<file path="src/rtl/gb_cpu_common_pkg.sv">
// Shared types for the gb_cpu core: control word, per-opcode M-cycle
// schedule, schedule depth and sequencer state enum.
package gb_cpu_common_pkg;

   localparam int MAX_M_CYCLES = 6;

   typedef struct packed {
      logic [3:0] alu_op;
      logic [2:0] reg_src;
      logic [2:0] reg_dst;
      logic       reg_we;
      logic       mem_rd;
      logic       mem_wr;
      logic [1:0] addr_sel;
      logic       pc_inc;
   } control_t;

   typedef struct packed {
      logic [2:0]                       num_m_cycles;
      control_t [MAX_M_CYCLES-1:0]      m_cycles;
   } schedule_t;

   typedef enum logic {
      EXEC = 1'b0,
      HALT = 1'b1
   } seq_state_t;

   // Index of the final M-cycle; a zero-length schedule still takes one.
   function automatic logic [2:0] last_index(logic [2:0] num);
      return (num == 3'd0) ? 3'd0 : 3'(num - 3'd1);
   endfunction

endpackage

</file>
<file path="src/rtl/gb_cpu_sequencer_if.sv">
// Bundle between the sequencer and the decoder/datapath.
// master: sequencer side (drives opcode/ctrl); slave: decoder/datapath side.
interface gb_cpu_sequencer_if;
   import gb_cpu_common_pkg::*;

   schedule_t  schedule;
   logic [7:0] mem_rdata;
   logic       int_pending;
   logic       ime;
   logic [7:0] opcode;
   logic       cb_prefix;
   logic       isr_cmd;
   control_t   ctrl;
   logic [2:0] m_cycle;
   logic       instr_done;
   logic       int_ack;

   modport master (
      input  schedule, mem_rdata, int_pending, ime,
      output opcode, cb_prefix, isr_cmd, ctrl,
      output m_cycle, instr_done, int_ack
   );

   modport slave (
      output schedule, mem_rdata, int_pending, ime,
      input  opcode, cb_prefix, isr_cmd, ctrl,
      input  m_cycle, instr_done, int_ack
   );

endinterface

</file>
<file path="src/rtl/gb_cpu_sequencer.sv">
// gb_cpu_sequencer: steps through the decoder schedule one M-cycle per clk,
// fetches the next opcode on the last M-cycle, inserts the ISR at
// instruction boundaries and (with GB_CPU_HALT_EN defined) supports HALT.
// Ports: clk, reset (sync, active-high), bus (gb_cpu_sequencer_if.master):
//   in  schedule, mem_rdata, int_pending, ime
//   out opcode, cb_prefix, isr_cmd, ctrl, m_cycle, instr_done, int_ack
module gb_cpu_sequencer #(
   parameter int MAX_M_CYCLES = 6
) (
   input  logic                      clk,
   input  logic                      reset,
   gb_cpu_sequencer_if.master        bus
);
   import gb_cpu_common_pkg::*;

   localparam logic [2:0] SAT_IDX = 3'(MAX_M_CYCLES - 1);

   logic [7:0] opcode, opcode_nxt;
   logic       cb_prefix, cb_nxt;
   logic       isr_cmd, isr_nxt;
   logic [2:0] m_cycle, m_nxt;
   control_t   ctrl;
   logic       done;
   logic       ack;
   logic       cb_bnd;
   logic       halted;

`ifdef GB_CPU_HALT_EN
   seq_state_t state, state_nxt;
   assign halted = (state == HALT);
`else
   assign halted = 1'b0;
`endif

   always_comb begin
      opcode_nxt = opcode;
      cb_nxt     = cb_prefix;
      isr_nxt    = isr_cmd;
      m_nxt      = m_cycle;
`ifdef GB_CPU_HALT_EN
      state_nxt  = state;
`endif
      ctrl       = '0;
      done       = 1'b0;
      ack        = 1'b0;
      // The ISR keeps a stale opcode, so it never opens a CB pair.
      cb_bnd     = !isr_cmd && (opcode == 8'hCB) && !cb_prefix;

      if (halted) begin
`ifdef GB_CPU_HALT_EN
         m_nxt = 3'd0;
         if (bus.int_pending) begin
            state_nxt  = EXEC;
            opcode_nxt = 8'h00;
            cb_nxt     = 1'b0;
            isr_nxt    = bus.ime;
         end
`endif
      end else begin
         ctrl = bus.schedule.m_cycles[m_cycle];
         done = (m_cycle == last_index(bus.schedule.num_m_cycles))
             || (m_cycle == SAT_IDX);
         ack  = isr_cmd && done;
         if (!done) begin
            m_nxt = 3'(m_cycle + 3'd1);
         end else begin
            m_nxt   = 3'd0;
            cb_nxt  = cb_bnd;
            isr_nxt = bus.int_pending && bus.ime && !cb_bnd;
            if (!isr_cmd) opcode_nxt = bus.mem_rdata;
`ifdef GB_CPU_HALT_EN
            if ((opcode == 8'h76) && !cb_prefix && !isr_cmd) begin
               state_nxt  = HALT;
               opcode_nxt = opcode;
               cb_nxt     = 1'b0;
               isr_nxt    = 1'b0;
            end
`endif
         end
      end
   end

   always_ff @(posedge clk) begin
      if (reset) begin
         opcode    <= 8'h00;
         cb_prefix <= 1'b0;
         isr_cmd   <= 1'b0;
         m_cycle   <= 3'd0;
`ifdef GB_CPU_HALT_EN
         state     <= EXEC;
`endif
      end else begin
         opcode    <= opcode_nxt;
         cb_prefix <= cb_nxt;
         isr_cmd   <= isr_nxt;
         m_cycle   <= m_nxt;
`ifdef GB_CPU_HALT_EN
         state     <= state_nxt;
`endif
      end
   end

   assign bus.opcode     = opcode;
   assign bus.cb_prefix  = cb_prefix;
   assign bus.isr_cmd    = isr_cmd;
   assign bus.ctrl       = ctrl;
   assign bus.m_cycle    = m_cycle;
   assign bus.instr_done = done;
   assign bus.int_ack    = ack;

endmodule

</file>
<file path="src/flat_wrapper.sv">
// flat-port wrapper written by rule: the top's interface ports become plain ports
module gb_cpu_sequencer_flat import gb_cpu_common_pkg::*;
#(
   parameter int MAX_M_CYCLES = 6
)
  (clk, reset, bus_schedule, bus_mem_rdata, bus_int_pending, bus_ime, bus_opcode, bus_cb_prefix, bus_isr_cmd, bus_ctrl, bus_m_cycle, bus_instr_done, bus_int_ack);
  gb_cpu_sequencer_if bus_i ();
  input  logic clk;
  input  logic reset;
  input wire logic [$bits(bus_i.schedule)-1:0] bus_schedule;
  input wire logic [$bits(bus_i.mem_rdata)-1:0] bus_mem_rdata;
  input wire logic [$bits(bus_i.int_pending)-1:0] bus_int_pending;
  input wire logic [$bits(bus_i.ime)-1:0] bus_ime;
  output wire logic [$bits(bus_i.opcode)-1:0] bus_opcode;
  output wire logic [$bits(bus_i.cb_prefix)-1:0] bus_cb_prefix;
  output wire logic [$bits(bus_i.isr_cmd)-1:0] bus_isr_cmd;
  output wire logic [$bits(bus_i.ctrl)-1:0] bus_ctrl;
  output wire logic [$bits(bus_i.m_cycle)-1:0] bus_m_cycle;
  output wire logic [$bits(bus_i.instr_done)-1:0] bus_instr_done;
  output wire logic [$bits(bus_i.int_ack)-1:0] bus_int_ack;
  assign bus_i.schedule = bus_schedule;
  assign bus_i.mem_rdata = bus_mem_rdata;
  assign bus_i.int_pending = bus_int_pending;
  assign bus_i.ime = bus_ime;
  assign bus_opcode = bus_i.opcode;
  assign bus_cb_prefix = bus_i.cb_prefix;
  assign bus_isr_cmd = bus_i.isr_cmd;
  assign bus_ctrl = bus_i.ctrl;
  assign bus_m_cycle = bus_i.m_cycle;
  assign bus_instr_done = bus_i.instr_done;
  assign bus_int_ack = bus_i.int_ack;
  gb_cpu_sequencer #(.MAX_M_CYCLES(MAX_M_CYCLES)) u_core (.clk(clk), .reset(reset), .bus(bus_i));
endmodule
</file>
<file path="config.mk">
export PLATFORM = sky130hd
export DESIGN_NAME = gb_cpu_sequencer_flat
export DESIGN_NICKNAME = d
export VERILOG_FILES = /design/src/rtl/gb_cpu_common_pkg.sv /design/src/rtl/gb_cpu_sequencer_if.sv /design/src/rtl/gb_cpu_sequencer.sv /design/src/flat_wrapper.sv
export SDC_FILE = /design/constraint.sdc
export NUM_CORES = 1
export LEC_CHECK = 0
export CORE_MARGIN = 5
export CORE_UTILIZATION = 31
export DETAILED_ROUTE_END_ITERATION = 6
export PLACE_DENSITY_LB_ADDON = 0.12
export SLEW_MARGIN = 25
export SYNTH_ARGS = -nofsm -noshare
export SYNTH_HDL_FRONTEND = slang
export SYNTH_SLANG_ARGS = --single-unit
</file>
<file path="constraint.sdc">
create_clock -name clk -period 2.6 [get_ports clk]
set_clock_uncertainty 0.05 [all_clocks]
set_input_delay 0.65 -clock clk [delete_from_list [all_inputs] [get_ports clk]]
set_output_delay 0.65 -clock clk [all_outputs]
set_load 0.005 [all_outputs]
</file>
=== Word level (Yosys, flattened, before mapping) ===
Cells that the tools add are included.

* $add $sub $neg: 2
* Multipliers: 0
* Divide/modulo/power cells: 0
* $lt $le $gt $ge: 1
* Equality and inequality tests: 3
* Shift-type cells: 0
* Mux-type cells: 3
* Bitwise gates (word level): 1
* Reduce and logical (&&, ||, !) cells: 12

{| class="wikitable"
|+ Operators with widths
! cell !! number
|-
| 16-bit binary-select mux with 3-bit select || 1
|-
| 16-bit 2-to-1 mux || 1
|-
| 8-bit == test (second input constant) || 1
|-
| 1-bit logical AND || 5
|-
| 3-bit by 4-bit < comparator with 1-bit output (second input constant) || 1
|-
| 3-bit by 1-bit adder with 3-bit output (second input constant) || 1
|-
| 3-bit == test || 1
|-
| 3-bit == test (second input constant) || 1
|-
| 1-bit zero test || 3
|-
| 3-bit zero test || 1
|-
| 3-bit 2-to-1 mux || 1
|-
| 3-bit by 1-bit subtractor with 3-bit output (second input constant) || 1
|-
| 2-bit AND reduction || 1
|-
| 2-bit OR reduction || 1
|-
| 1-bit logical OR || 1
|-
| 1-bit NOT || 1
|}

* Bits in registers: 13
* Latch bits: 0
* Memory bits (writable): 0
* Bits in read-only memories: 0
* Memories: 0

=== Depth between registers and ports, before layout ===
Gate-level depths: netlist of the first run.

* Depth after elaboration: 5
* Depth in mapped cells: 7

=== Least setup slack after synthesis of the first run ===
No wires, ideal clock.

* Path type: input port to output port
* Start: input port bus_schedule[97]
* End: output port bus_instr_done
* Arrival time: 1552 ps
* Required time: 1900 ps
* Setup slack: 348 ps
* Stages: 6
* Path buffers: 0
* Path through: nor2_2 -> inv_2 -> ha_1 -> xnor2_1 -> a32oi_2 -> inv_2

* Longest elaborated chain between the ends: 4

{| class="wikitable"
|+ Ends and longest elaborated chain
! item !! RTL line !! RTL
|-
| start, declared || flat_wrapper.sv:10 || <nowiki>input wire logic [$bits(bus_i.schedule)-1:0] bus_schedule;</nowiki>
|-
| 3-bit by 1-bit subtractor with 3-bit output / 3-bit zero test (equally long branches) || gb_cpu_common_pkg.sv:30 || <nowiki>return (num == 3'd0) ? 3'd0 : 3'(num - 3'd1);</nowiki>
|-
| 3-bit 2-to-1 mux * || gb_cpu_common_pkg.sv:30 ||
|-
| 3-bit == test * || gb_cpu_sequencer.sv:61 || <nowiki>done = (m_cycle == last_index(bus.schedule.num_m_cycles))</nowiki>
|-
| 1-bit logical OR * || gb_cpu_sequencer.sv:62 || <nowiki>|| (m_cycle == SAT_IDX);</nowiki>
|-
| end, declared || flat_wrapper.sv:19 || <nowiki>output wire logic [$bits(bus_i.instr_done)-1:0] bus_instr_done;</nowiki>
|}

Mark *: on every way between the ends. The rest lies on a longest branch, timed or not.

=== Final worst setup path of the first run ===
* Start: input port bus_schedule[58]
* End: output port bus_ctrl[10]

* Longest elaborated chain between the ends: 2

{| class="wikitable"
|+ Ends and longest elaborated chain
! item !! RTL line !! RTL
|-
| 16-bit binary-select mux with 3-bit select || gb_cpu_sequencer.sv:60 || <nowiki>ctrl = bus.schedule.m_cycles[m_cycle];</nowiki>
|-
| 16-bit 2-to-1 mux (not written as such) || gb_cpu_sequencer.sv:60 ||
|-
| end, declared || flat_wrapper.sv:17 || <nowiki>output wire logic [$bits(bus_i.ctrl)-1:0] bus_ctrl;</nowiki>
|}

Every way passes these cells. The select of a mux whose other input is x is not followed.

==> out/qor.csv, run 1 <==
stage,metric,value,unit
yosys,cell area after synthesis,0.00150,mm²
cells_and_area,Finished Cell Area,0.00315,mm²
routing,DR vias/cell,4.81,
yosys,cell count after synthesis,149,
clocking,"Clk Latency, worst-skew pair",0.24,ns
critical_path,CP Class,in2out,
clocking,clk slew on worst S/H paths,0.06,ns
critical_path,worst path bufs/invs,3,
clocking,Hold Buf Count CTS,0,
global_route,initial antenna violation count,0,
worst_hold_path,Hold Startpoint,u_core.bus.opcode[0],
die,die height,79.5,µm
global_route,global-route wire length before repair,9.27,mm
timing,Final Hold Vio Count,0,
yosys,Post-Synth Adder-Cell Area,3.34,%
timing,period utilization,98.9,%
outcome,status,"finished, final reports clean",
die,Die Footprint,0.00632,mm²
yosys,top post-synthesis cells by area,"mux4_2, dfxtp_1, mux2i_1",
die,die span in x,79.5,µm
yosys,syn avg cell area,10.1,µm²
cells_and_area,final core utilization,67.1,%
timing,Final Max Slew Viols,0,
cells_and_area,Synth-to-Final Area Change,110,%
die,row count,25,
critical_path,CP Launch Type,input port,
yosys,Synth cell types,31,
critical_path,worst reg2reg endpoint,u_core.bus.cb_prefix,
cells_and_area,share of layout cells above drive strength 1,23.6,%
place,routability cong.,0.795,
yosys,Synth Area in Simple Gates,15.2,%
timing,post-layout min period,2.57,ns
yosys,Post-Synth XOR/XNOR Area,1.75,%
routing,drt drc,0,
yosys,Synth Area in Compound Gates,10.0,%
yosys,"EDFF count, synth",0,
timing,Worst-Margin Slew,0.404,ns
routing,post-DR wirelength/cell,17.4,µm
routing,DRT iter0 DRCs,37,
routing,vias,1708,
timing,slew margin rel.,73.0,%
clocking,CTS Buf Count,3,
critical_path,cell count of the worst reg-to-reg path,7,
critical_path,Worst R2R Start,u_core.bus.m_cycle[1],
place,DP Area,0.00305,mm²
yosys,dominant cell type by area after synthesis,mux4_2,
yosys,ys async rst share,0,%
critical_path,worst path cell trace,"clkdlybuf4s50_1, mux4_2, inv_1, o22ai_1, clkdlybuf4s15_1",
die,IO Pins,142,
pwr,Pwr Density,407,mW/mm²
run,Max-Cap Viols,0,
place,HPWL Detailed,5.09,mm
worst_hold_path,hold path cells,2,
cells_and_area,# diodes,0,
die,Starting Density,31.9,%
critical_path,CP max-delay cell,mux4_2,
clocking,CTS tree,yes,
pwr,Worst VDD drop,311,µV
yosys,multiplexer area fraction after synthesis,41.8,%
routing,WL final,6.19,mm
die,core box area,0.00469,mm²
critical_path,Reg2Reg Setup Slack,0.76,ns
critical_path,arrival time worst endpoint,1.87,ns
yosys,Synth Warn #,0,
clocking,Clock Tree Buf Depth,2,
pwr,Pwr Total,1.28,mW
yosys,Syn Nets,264,
cells_and_area,nets,417,
global_route,gr usage total,18.7,%
yosys,most frequent cell after synthesis,mux2i_1,
yosys,largest family of logic cells by synthesized area,multiplexers,
critical_path,top fanout value on the critical path,1,
timing,FMAX,0.389,GHz
routing,drt first pass iters,4,
clocking,TritonCTS Sinks,13,
critical_path,Top delay family on crit path,buffers and inverters,
place,IO buf count,141,
timing,Setup-failing EPs final,0,
global_route,grt ovf,0,
yosys,"Seq/Total Area, Yosys",17.4,%
clocking,CTS root buffer,clkbuf_8,
global_route,largest net degree at the start of global routing,20,
yosys,"Top FF cell, synth",dfxtp_1,
clocking,H-tree depth,1,
worst_hold_path,Hold Crit Class,reg2reg,
yosys,top cell type's share of synthesized area,24.1,%
global_route,vias in the first global route,1732,
yosys,most frequent cells after synthesis,"mux2i_1, inv_1, nand2b_1, mux4_2, o22ai_1",
yosys,#FFs+latches synth,13,
worst_hold_path,Min-Delay Endpoint,u_core.bus.opcode[0],
critical_path,crit end category,primary output,
critical_path,Max stage delay on crit path,0.47,ns
pwr,static leakage,1.25,nW
routing,antenna-violating nets left,0,
critical_path,critical path required time,1.90,ns
[worst register-to-register path, delay by kind of cell, from the launching register on]
| kind | cells | cell delay [ns] |
|---|---|---|
| flip-flops | 1 | 0.46 |
| buffers and inverters | 3 | 0.41 |
| AO/OA/AOI/OAI | 2 | 0.36 |
| multiplexers | 1 | 0.29 |
| AND/OR/NAND/NOR | 1 | 0.15 |
[routing by layer]
layer  vias to the layer above  global-route usage (%)  wire length (µm)
met2                        70                    34.2              3120
met4                         0                    2.06                 0
met1                       788                    22.4              2470
met3                         0                    4.74               604
met5                         -                       0                 0
li1                        850                       -                 -
[layout make-up]
| type | instances | area [µm²] |
|---|---|---|
| Clock buffer | 4 | 45.0 |
| Fill cell | 391 | 1540 |
| Timing Repair Buffer | 160 | 1530 |
| Inverter | 21 | 78.8 |
| Multi-Input combinational cell | 103 | 1170 |
| Tap cell | 54 | 67.6 |
| Sequential cell | 13 | 262 |
[how the worst max path moves through the flow]
stage	start	end	slack, ns	cells past startpoint
after floorplan	bus_schedule[97]	bus_instr_done	0.35	6
after global placement	bus_schedule[97]	bus_int_ack	-0.54	8
after detailed placement	bus_schedule[97]	bus_int_ack	-0.58	8
after CTS	bus_schedule[48]	bus_ctrl[0]	0.002	5
after global routing	bus_schedule[97]	bus_int_ack	-0.003	9
final	bus_schedule[58]	bus_ctrl[10]	0.03	5
[state kept, by name, summed over array words and instances (netlist names)]
name                  count
u_core.bus.cb_prefix      1
u_core.bus.m_cycle        3
u_core.bus.isr_cmd        1
u_core.bus.opcode         8
[where the power goes]
part	leakage, nW	internal [mW]	switching (mW)
clock	0.0228	0.108	0.0711
combinational	1.12	0.546	0.303
sequential	0.106	0.225	0.0285
[cells by family (layout without fill, tap and decap cells)]
| group | Yosys count | count (layout) |
|---|---|---|
| buf+inv | 33 | 185 |
| flops | 13 | 13 |
| simple gates | 34 | 34 |
| compound gates | 20 | 20 |
| mux | 42 | 42 |
| xor+xnor | 3 | 3 |
| fa+ha+maj | 4 | 4 |
[layout by cell type, fill, tap and decap left out, types with 2 or more instances in the layout]
cell,instances
mux2i_1,25
inv_1,19
dfxtp_1,12
clkbuf_2,10
buf_12,3
mux4_2,16
clkbuf_8,3
buf_4,15
ha_4,2
nand4b_1,2
inv_2,2
nor3_2,3
ha_1,2
nand2_1,2
nor2_4,2
nand2b_1,17
buf_2,4
clkdlybuf4s50_1,120
o22ai_1,16
clkdlybuf4s15_1,6
[through the flow]
| step | setup TNS, ns | hold WS, ns | std cells | worst slack [ns] |
|---|---|---|---|---|
| floorplan | 0 | 0.423 | 149 | 0.348 |
| global placement | -4.12 | 0.428 | 347 | -0.545 |
| detailed placement | -4.40 | 0.432 | 347 | -0.582 |
| CTS | 0 | 0.441 | 355 | 0.00233 |
| global route | -0.00256 | 0.456 | 355 | -0.00256 |
| finish | 0 | 0.439 | 355 | 0.0287 |
[repair_timing]
item	4_1_cts	5_1_grt
pin swaps	6	6
gates resized for setup	57	19
buffers inserted	4	0
endpoints found under the setup margin	18	13
cloned	0	0
Power figures use the tool's default switching activity.
==> run 2: changes to the inputs <==
- GPL_TIMING_DRIVEN: unset -> 0
==> run 2 against run 1 <==
Compared with the run above: power down 1.6%; sequential cell count unchanged; core utilization down 2.3 points; combinational power down 2%; worst hold slack better by 0.0013 ns; via count up 2.5%; critical path type unchanged.
==> out/qor.csv, run 2 (synthesized netlist as in run 1, its figures left out) <==
stage,metric,value,unit,change
timing,FMAX,0.391,GHz,+0.54%
critical_path,cell count of the worst reg-to-reg path,10,,+3
cells_and_area,FILL cells,411,,+5.1%
cells_and_area,Largest Register,u_core.bus.opcode,,
routing,DR vias/cell,4.90,,+1.9%
cells_and_area,final core utilization,64.8,%,-2.3 points
timing,Final Hold Vio Count,0,,unchanged
timing,slew margin rel.,67.2,%,-5.7 points
critical_path,worst reg2reg endpoint,u_core.bus.opcode[6],,
cells_and_area,max reg flops,8,,unchanged
clocking,CTS root buffer,clkbuf_8,,
routing,met1 wire length,2.45,mm,-1.1%
clocking,Clock Tree Buf Depth,2,,unchanged
cells_and_area,share of layout cells above drive strength 1,23.4,%,-0.16 points
routing,vias,1750,,+2.5%
routing,drt first pass iters,4,,unchanged
cells_and_area,# diodes,0,,unchanged
critical_path,crit end category,primary output,,
cells_and_area,Synth-to-Final Area Change,103,%,
die,Die Footprint,0.00632,mm²,unchanged
routing,top sig layer,met4,,
clocking,TritonCTS Sinks,13,,unchanged
routing,post-DR wirelength/cell,17.9,µm,+2.4%
outcome,status,"finished, final reports clean",,
routing,drt drc,0,,unchanged
timing,RSZ-0062 raised after global routing,true,,
global_route,grt ovf,0,,unchanged
place,pre-CTS setup slack,-0.764,ns,-0.182 ns
cells_and_area,final cell count without fillers,357,,+0.56%
die,core box area,0.00469,mm²,unchanged
die,die height,79.5,µm,unchanged
clocking,CTS Buf Count,3,,unchanged
worst_hold_path,hold path cells,2,,unchanged
cells_and_area,Reg area,262,µm²,unchanged
die,row count,25,,unchanged
global_route,vias in the first global route,1886,,+8.9%
worst_hold_path,Hold Crit Class,reg2reg,,
timing,final worst setup slack,0.0425,ns,+0.0138 ns
cells_and_area,nets,419,,+0.48%
timing,post-layout min period,2.56,ns,-0.0138 ns
routing,antenna-violating nets left,0,,unchanged
cells_and_area,Regs by FF count,"u_core.bus.opcode (8), u_core.bus.m_cycle (3)",,
worst_hold_path,Hold Startpoint,u_core.bus.opcode[1],,
cells_and_area,highest-count cells in the layout ignoring fill and taps,"clkdlybuf4s50_1, mux2i_1, inv_1",,
critical_path,Reg2Reg Setup Slack,0.68,ns,-0.08 ns
die,IO Pins,142,,unchanged
global_route,global-route wire length before repair,9.85,mm,+6.3%
critical_path,CP Class,in2out,,
routing,WL final,6.37,mm,+2.9%
timing,Setup-failing EPs final,0,,unchanged
clocking,CTS tree,yes,,
routing,met3 wire len,668,µm,+11%
clocking,Hold Buf Count CTS,0,,unchanged
place,placed cells,344,,-0.86%
critical_path,arrival time worst endpoint,1.86,ns,about the same
routing,DRT iter0 DRCs,47,,+27%
place,routability cong.,0.799,,+0.43%
global_route,gr usage total,19.6,%,+0.97 points
clocking,"Clk Latency, worst-skew pair",0.24,ns,about the same
pwr,Pwr Density,415,mW/mm²,+1.9%
run,Max-Cap Viols,0,,unchanged
critical_path,CP Launch Type,input port,,
clocking,H-tree depth,1,,unchanged
timing,period utilization,98.4,%,-0.53 points
global_route,largest net degree at the start of global routing,11,,-45%
clocking,clk slew on worst S/H paths,0.06,ns,about the same
critical_path,critical path required time,1.90,ns,about the same
worst_hold_path,Min-Delay Endpoint,u_core.bus.opcode[1],,
place,HPWL Detailed,5.28,mm,+3.7%
cells_and_area,area occupied by multi-input gates,0.00110,mm²,-5.6%
global_route,initial antenna violation count,0,,unchanged
die,Starting Density,31.9,%,unchanged
timing,Worst-Margin Slew,0.492,ns,+0.0873 ns
pwr,Worst VDD drop,265,µV,-15%
critical_path,top fanout value on the critical path,5,,+4
pwr,static leakage,1.23,nW,-1.8%
place,IO buf count,141,,unchanged
critical_path,Worst R2R Start,u_core.bus.m_cycle[0],,
die,die span in x,79.5,µm,unchanged
timing,Final Max Slew Viols,0,,unchanged
cells_and_area,"commonest non-fill, non-tap cell in the layout",clkdlybuf4s50_1,,
routing,met2 WL post-DR,3.22,mm,+3.3%
## run 2: cell count changes in the layout (fill, tap and decap cells not counted), moves of 2 or more
cell	delta
buf_12	-3
buf_2	+3
buf_4	-3
buf_6	+2
clkbuf_1	+3
clkbuf_2	+2
clkdlybuf4s15_1	-3
ha_4	-2
## run 2: report_power, final
| group | switching, mW | total [mW] | internal [mW] |
|---|---|---|---|
| logic | 0.307 | 0.834 | 0.527 |
| clock network | 0.0705 | 0.179 | 0.108 |
| registers | 0.0236 | 0.248 | 0.225 |
| total | 0.401 | 1.26 | 0.859 |
## run 2: what timing repair did
| action | CTS | global route |
|---|---|---|
| resized for setup | 62 | 16 |
| buffers inserted | 9 | 0 |
| endpoints found under the setup margin | 18 | 16 |
| pin swaps | 5 | 2 |
## run 2: metrics by stage
| step | TNS, ns | total power [mW] | area [µm²] | hold slack, ns |
|---|---|---|---|---|
| 3_3_place_gp | -4.82 | 1.09 | 2980 | 0.426 |
| 3_5_place_dp | -5.06 | 1.10 | 2980 | 0.428 |
| 5_1_grt | -0.0322 | 1.35 | 3040 | 0.463 |
| 6_report | 0 | 1.26 | 3040 | 0.441 |
| 2_1_floorplan | 0 | 0.661 | 1500 | 0.423 |
| 4_1_cts | 0 | 1.30 | 3100 | 0.439 |
## run 2: final cells by class
| class | count | area share (%) |
|---|---|---|
| Tap cell | 54 | 2.22 |
| Buffer | 12 | 3.04 |
| Clock buffer | 4 | 1.48 |
| Sequential cell | 13 | 8.60 |
| Inverter | 21 | 2.59 |
| Timing Repair Buffer | 150 | 45.7 |
| Multi-Input combinational cell | 103 | 36.3 |
## run 2: worst max-delay path by stage
stage / startpoint / end / slack (ns) / depth (start not counted)
3_5_place_dp: bus_schedule[96] / bus_instr_done / -0.76 / 8
2_1_floorplan: bus_schedule[97] / bus_instr_done / 0.35 / 6
5_1_grt: bus_schedule[96] / bus_instr_done / -0.03 / 9
3_3_place_gp: bus_schedule[96] / bus_instr_done / -0.76 / 8
6_report: bus_schedule[96] / bus_instr_done / 0.04 / 9
4_1_cts: bus_schedule[55] / bus_ctrl[7] / 0.0001 / 5
## run 2: worst max-delay path: stages
cell             delay [ns]
buf_4                  0.14
nor2_4                 0.11
ha_1                   0.16
nor2_2                 0.05
xnor2_2                0.14
a32oi_2                0.24
buf_4                  0.14
inv_2                  0.03
clkdlybuf4s15_1        0.19
## run 2: per-layer routing
| metal | vias up | GRT usage, % |
|---|---|---|
| li1 | 855 | - |
| met1 | 809 | 22.4 |
| met2 | 82 | 37.3 |
| met3 | 4 | 4.74 |
| met4 | 0 | 2.92 |
| met5 | - | 0 |
